$ cat src/rtl/wb_ctrl_pipe.sv
// Write-back controller: decodes retiring instructions, drives the register-file
// write port, and waits for load data through a two-state FSM.
module wb_ctrl_pipe #(
    parameter int unsigned XLEN          = 32,
    parameter int unsigned RF_AW         = 5,
    parameter bit          ZERO_SUPPRESS = 1'b1
) (
    input  logic               i_clk,
    input  logic               i_rst,
    input  logic               i_valid,
    output logic               o_ready,
    input  logic [31:0]        i_instr,
    input  logic [XLEN-1:0]    i_alu,
    input  logic [XLEN-1:0]    i_pc,
    input  logic               i_halt,
    input  logic               i_flush,
    input  logic [XLEN-1:0]    i_mem_rdata,
    input  logic               i_mem_rvalid,
    output logic               o_reg_wr_en,
    output logic [RF_AW-1:0]   o_reg_wr_addr,
    output logic [XLEN-1:0]    o_reg_wr_data,
    output logic               o_misaligned,
    output logic               o_busy
);

    localparam int unsigned OFFW = $clog2(XLEN / 8);
    localparam int unsigned SHW  = OFFW + 3;

    localparam logic [6:0] OPC_OP     = 7'b0110011;
    localparam logic [6:0] OPC_OP_IMM = 7'b0010011;
    localparam logic [6:0] OPC_LUI    = 7'b0110111;
    localparam logic [6:0] OPC_AUIPC  = 7'b0010111;
    localparam logic [6:0] OPC_JAL    = 7'b1101111;
    localparam logic [6:0] OPC_JALR   = 7'b1100111;
    localparam logic [6:0] OPC_LOAD   = 7'b0000011;

    typedef enum logic {
        ST_IDLE     = 1'b0,
        ST_WAIT_MEM = 1'b1
    } state_e;

    state_e             state_q, state_d;
    logic               wr_en_q, wr_en_d;
    logic [RF_AW-1:0]   wr_addr_q, wr_addr_d;
    logic [XLEN-1:0]    wr_data_q, wr_data_d;
    logic               mis_q, mis_d;

    // Pending-load context captured at acceptance
    logic [RF_AW-1:0]   ld_rd_q, ld_rd_d;
    logic [2:0]         ld_f3_q, ld_f3_d;
    logic [OFFW-1:0]    ld_off_q, ld_off_d;
    logic               ld_bad_q, ld_bad_d;
    logic               ld_wr_q, ld_wr_d;

    logic [6:0]         opcode;
    logic [RF_AW-1:0]   rd;
    logic [2:0]         funct3;
    logic [OFFW-1:0]    offset;
    logic               accept;
    logic               live;
    logic               rd_ok;
    logic               ld_bad_c;
    logic [SHW-1:0]     shamt;
    logic [XLEN-1:0]    shifted;
    logic [XLEN-1:0]    ld_data;
    logic               unused_instr;

    assign opcode       = i_instr[6:0];
    assign rd           = RF_AW'(i_instr[11:7]);
    assign funct3       = i_instr[14:12];
    assign offset       = i_alu[OFFW-1:0];
    assign unused_instr = ^i_instr[31:15];

    assign o_ready = (state_q == ST_IDLE) & ~i_halt;
    assign accept  = i_valid & o_ready;
    assign live    = accept & ~i_flush;
    assign rd_ok   = !(ZERO_SUPPRESS && (i_instr[11:7] == 5'd0));

    // Alignment / legality check of the load being accepted
    always_comb begin
        ld_bad_c = 1'b0;
        case (funct3)
            3'b000, 3'b100: ld_bad_c = 1'b0;
            3'b001, 3'b101: ld_bad_c = offset[0];
            3'b010:         ld_bad_c = (offset[1:0] != 2'b00);
            3'b110:         ld_bad_c = (XLEN == 32) ? 1'b1 : (offset[1:0] != 2'b00);
            3'b011:         ld_bad_c = (XLEN == 32) ? 1'b1 : (offset != '0);
            default:        ld_bad_c = 1'b1;
        endcase
    end

    // Align the returned memory word and sign/zero-extend by access size
    always_comb begin
        shamt   = {ld_off_q, 3'b000};
        shifted = i_mem_rdata >> shamt;
        ld_data = shifted;
        case (ld_f3_q)
            3'b000:  ld_data = XLEN'($signed(shifted[7:0]));
            3'b100:  ld_data = XLEN'(shifted[7:0]);
            3'b001:  ld_data = XLEN'($signed(shifted[15:0]));
            3'b101:  ld_data = XLEN'(shifted[15:0]);
            3'b010:  ld_data = XLEN'($signed(shifted[31:0]));
            3'b110:  ld_data = XLEN'(shifted[31:0]);
            default: ld_data = shifted;
        endcase
    end

    // Next-state, write-port and load-context decode
    always_comb begin
        state_d   = state_q;
        wr_en_d   = 1'b0;
        wr_addr_d = wr_addr_q;
        wr_data_d = wr_data_q;
        mis_d     = 1'b0;
        ld_rd_d   = ld_rd_q;
        ld_f3_d   = ld_f3_q;
        ld_off_d  = ld_off_q;
        ld_bad_d  = ld_bad_q;
        ld_wr_d   = ld_wr_q;
        case (state_q)
            ST_IDLE: begin
                if (live) begin
                    case (opcode)
                        OPC_OP, OPC_OP_IMM, OPC_LUI, OPC_AUIPC: begin
                            if (rd_ok) begin
                                wr_en_d   = 1'b1;
                                wr_addr_d = rd;
                                wr_data_d = i_alu;
                            end
                        end
                        OPC_JAL, OPC_JALR: begin
                            if (rd_ok) begin
                                wr_en_d   = 1'b1;
                                wr_addr_d = rd;
                                wr_data_d = i_pc + XLEN'(4);
                            end
                        end
                        OPC_LOAD: begin
                            state_d  = ST_WAIT_MEM;
                            ld_rd_d  = rd;
                            ld_f3_d  = funct3;
                            ld_off_d = offset;
                            ld_bad_d = ld_bad_c;
                            ld_wr_d  = rd_ok;
                        end
                        default: ;
                    endcase
                end
            end
            ST_WAIT_MEM: begin
                if (i_mem_rvalid) begin
                    state_d = ST_IDLE;
                    if (ld_bad_q) begin
                        mis_d = 1'b1;
                    end else if (ld_wr_q) begin
                        wr_en_d   = 1'b1;
                        wr_addr_d = ld_rd_q;
                        wr_data_d = ld_data;
                    end
                end
            end
            default: state_d = ST_IDLE;
        endcase
    end

    // State and output registers
    always_ff @(posedge i_clk or posedge i_rst) begin
        if (i_rst) begin
            state_q   <= ST_IDLE;
            wr_en_q   <= 1'b0;
            wr_addr_q <= '0;
            wr_data_q <= '0;
            mis_q     <= 1'b0;
            ld_rd_q   <= '0;
            ld_f3_q   <= '0;
            ld_off_q  <= '0;
            ld_bad_q  <= 1'b0;
            ld_wr_q   <= 1'b0;
        end else begin
            state_q   <= state_d;
            wr_en_q   <= wr_en_d;
            wr_addr_q <= wr_addr_d;
            wr_data_q <= wr_data_d;
            mis_q     <= mis_d;
            ld_rd_q   <= ld_rd_d;
            ld_f3_q   <= ld_f3_d;
            ld_off_q  <= ld_off_d;
            ld_bad_q  <= ld_bad_d;
            ld_wr_q   <= ld_wr_d;
        end
    end

    assign o_reg_wr_en   = wr_en_q;
    assign o_reg_wr_addr = wr_addr_q;
    assign o_reg_wr_data = wr_data_q;
    assign o_misaligned  = mis_q;
    assign o_busy        = (state_q == ST_WAIT_MEM);

endmodule

$ cat config.mk
export PLATFORM = sky130hd
export DESIGN_NAME = wb_ctrl_pipe
export DESIGN_NICKNAME = d
export VERILOG_FILES = /design/src/rtl/wb_ctrl_pipe.sv
export SDC_FILE = /design/constraint.sdc
export NUM_CORES = 1
export LEC_CHECK = 0
export CORE_MARGIN = 3
export CORE_UTILIZATION = 45
export DETAILED_ROUTE_END_ITERATION = 12
export PLACE_DENSITY = 0.87
export SLEW_MARGIN = 30
export SYNTH_ARGS = -nofsm -noshare
export SYNTH_HDL_FRONTEND = slang
export SYNTH_SLANG_ARGS = --single-unit
$ cat constraint.sdc
create_clock -name i_clk -period 3.95 [get_ports i_clk]
set_input_delay 0.5925 -clock i_clk [delete_from_list [all_inputs] [get_ports i_clk]]
set_output_delay 0.5925 -clock i_clk [all_outputs]
set_load 0.1 [all_outputs]
==> impl_metrics.toml <==
[worst_setup_path]
worstPathArrival_ns = 3.07
regToRegEndpoint = "o_reg_wr_data[18]$_DFFE_PP0P_"
critPathMaxFanout = 10
end_kind = "flip-flop"
critical_path_class = "input port to flip-flop"
r2r_slack_ns = 1.16
worstSetupStartpointType = "input port"
required_ns = 4.17
timing.rr.start = "ld_off_q[1]$_DFFE_PP0P_"
r2r_cells = 5

[placed_design]
dp_hpwl_um = 10100
post-place-cells = 664
port_buffers = 157
finalWeightedCongestion = 0.883

[cts]
insertion_delay_ns = 0.32
numCtsBuffers = 5
cts_tree = "yes"
cts_resized = 0
clockRootBuffer = "clkbuf_8"
cts-hold-fix-buffers = 0
cts.path.max_buffers = 2
clock_sinks = 52
htree_levels = 2
clk_pin_slew_ns = 0.12
cts_setup_buffers = 0

[power_and_ir_drop]
finalPower_uw = 2110
p_leak_uw = 0.00205
p_per_area_nw_per_um2 = 388
ir_drop_v = 0.000263

[timing]
setup_viol = 0
slew_viol_final = 0
fin_crit_sh_pct = 72.0
fin_tns_setup_ns = 0
rsz0062_at_grt = "no"
worstMarginPinSlew_ns = 1.02
post-route-min-period_ns = 2.84
timing.final.hold_violations = 0
max_freq_ghz = 0.352
holdWs_ns = 0.494
fin_skew_ns = 0.0151
slew-limit-headroom_pct = 31.5

[logic_synthesis]
synth.ff_latch_count = 52
syn_avg_cell_area_um2 = 8.64
ys_warn_count = 0
synth-async-reset-ratio_pct = 100
synth-main-ff-cell = "dfrtp_1"
synth_fp_nets = 565
syn_inst = 430
ys_seq_area_share_pct = 35.0
synth_cell_types = 52
syn-cell-area_um2 = 3720
synth_edf_count = 0

[final_layout]
final_util_pct = 68.7
multi_input_comb_area_um2 = 2270
final_cells = 672
antenna_cells = 0
final_cell_mix = "clkdlybuf4s50_1 (155), dfrtp_1 (52), nand2_1 (48)"
final_common_cell = "clkdlybuf4s50_1"
regArea_um2 = 1300
syn_to_final_growth_pct = 45.9
fill_cells = 651
layout-drive-gt1-share_pct = 9.30
nets = 704

[floorplanning]
dieHeight_um = 96.9
initial_core_util_pct = 47.1
core_um2 = 7890
die_x_um = 96.9
die-area_um2 = 9380
num_rows = 32
ioPinCount = 175

[route]
drc_errors = 0
routed_wl_um = 13000
wl_per_cell_um = 19.3
drtIter0Drc = 303
ant_nets = 0
drtPass1Iterations = 6
routed-via-count = 4044
vias_per_cell = 6.02

[global_routing]
grt_first_pass_wirelength_um = 20800
grt_usage_pct = 27.2
grt_max_degree = 53
antenna_found_initial = 0
grt_overflow = 0
grt_pass1_vias = 4038

[hold_path]
hp-class = "flip-flop to flip-flop"
hp-start = "o_reg_wr_data[21]$_DFFE_PP0P_"
holdPathStages = 2
whs_endpoint = "o_reg_wr_data[21]$_DFFE_PP0P_"

[outcome]
status = "complete, no violations"

[run]
cap_violations = 0
sequential cells by signal (all words and copies together), names as in the netlist:
register,count
o_misaligned,1
ld_off_q,2
ld_bad_q,1
o_busy,1
o_reg_wr_en,1
o_reg_wr_addr,5
ld_wr_q,1
ld_f3_q,3
ld_rd_q,5
o_reg_wr_data,32
cells in the mapped netlist, types with 2 or more instances:
cell | count | area, um2
o311ai_0 | 3 | 26.3
nand2_1 | 48 | 180
clkbuf_1 | 15 | 56.3
buf_2 | 7 | 35.0
a21oi_1 | 24 | 120
mux2i_1 | 26 | 260
nand4_1 | 11 | 68.8
o21ai_0 | 33 | 165
xor2_1 | 9 | 78.8
nand4b_1 | 2 | 17.5
buf_1 | 6 | 22.5
o211ai_1 | 12 | 90.1
and2_1 | 2 | 12.5
nand3_1 | 6 | 30.0
buf_4 | 2 | 15.0
o2bb2ai_1 | 3 | 26.3
and4_1 | 2 | 17.5
mux2_2 | 21 | 236
or2_2 | 6 | 37.5
nor2_1 | 34 | 128
or4_1 | 2 | 15.0
nor3_1 | 16 | 80.1
a2bb2oi_1 | 4 | 35.0
o221ai_1 | 11 | 96.3
a22o_1 | 3 | 26.3
o31ai_1 | 9 | 67.6
inv_1 | 4 | 15.0
nor4_1 | 10 | 62.6
and3_1 | 3 | 18.8
o21a_1 | 6 | 45.0
nand3b_1 | 2 | 15.0
a31o_2 | 4 | 35.0
or3_1 | 3 | 18.8
o31a_1 | 7 | 61.3
dfrtp_1 | 52 | 1300
xnor2_1 | 6 | 52.6
worst max-delay path by stage:
stage | cells past startpoint | endpoint | startpoint | slack [ns]
detailed placement | 7 | o_reg_wr_data[30]$_DFFE_PP0P_ | i_pc[2] | 0.80
CTS | 5 | o_reg_wr_data[18]$_DFFE_PP0P_ | ld_off_q[1]$_DFFE_PP0P_ | 0.97
finish | 7 | o_reg_wr_data[30]$_DFFE_PP0P_ | i_pc[2] | 1.11
global route | 7 | o_reg_wr_data[30]$_DFFE_PP0P_ | i_pc[2] | 0.90
floorplan | 7 | ld_f3_q[0]$_DFFE_PP0P_ | o_busy$_DFF_PP0_ | 0.23
global placement | 6 | o_reg_wr_data[29]$_DFFE_PP0P_ | i_pc[5] | 0.89
power breakdown:
part           switching [uW]  internal, uW
registers                52.4           615
logic                     783           315
clock network             196           144
total                    1030          1070
through the flow:
stage          setup slack, ns  area (um2)
3_3_place_gp             0.891        5320
3_5_place_dp             0.805        5320
6_report                  1.11        5420
5_1_grt                  0.901        5420
4_1_cts                  0.969        5420
2_1_floorplan            0.232        3720
area by class of cell:
type / instances / area share [%]
Timing Repair Buffer: 162 / 29.6
Clock buffer: 6 / 1.52
Inverter: 5 / 0.392
Clock inverter: 2 / 0.254
Sequential cell: 52 / 24.0
Tap cell: 102 / 2.35
Multi-Input combinational cell: 343 / 41.9
metal layers:
metal  up-vias  routed length [um]  track usage (%)
li1       1898                   -                -
met1      1905                5110             35.0
met2       219                6410             47.2
met3        22                1200             5.77
met4         0                 264             5.72
met5         -                   0                0
cell families after synthesis:
kind of cell / Yosys count / share of synthesized area (%)
buffers and inverters: 35 / 3.97
adder cells (fa/ha/maj): 1 / 0.337
AO/OA/AOI/OAI: 127 / 23.1
multiplexers: 48 / 14.0
flip-flops: 52 / 35.0
XOR/XNOR: 15 / 3.54
AND/OR/NAND/NOR: 152 / 20.1
critical path, stage by stage:
cell             delay, ns
clkdlybuf4s50_1       0.54
ha_1                  0.25
nand3_1               0.24
nor4_2                0.81
a31o_2                0.27
a21oi_1               0.07
o31ai_1               0.29
No activity file was read; power rests on OpenSTA's default activity.
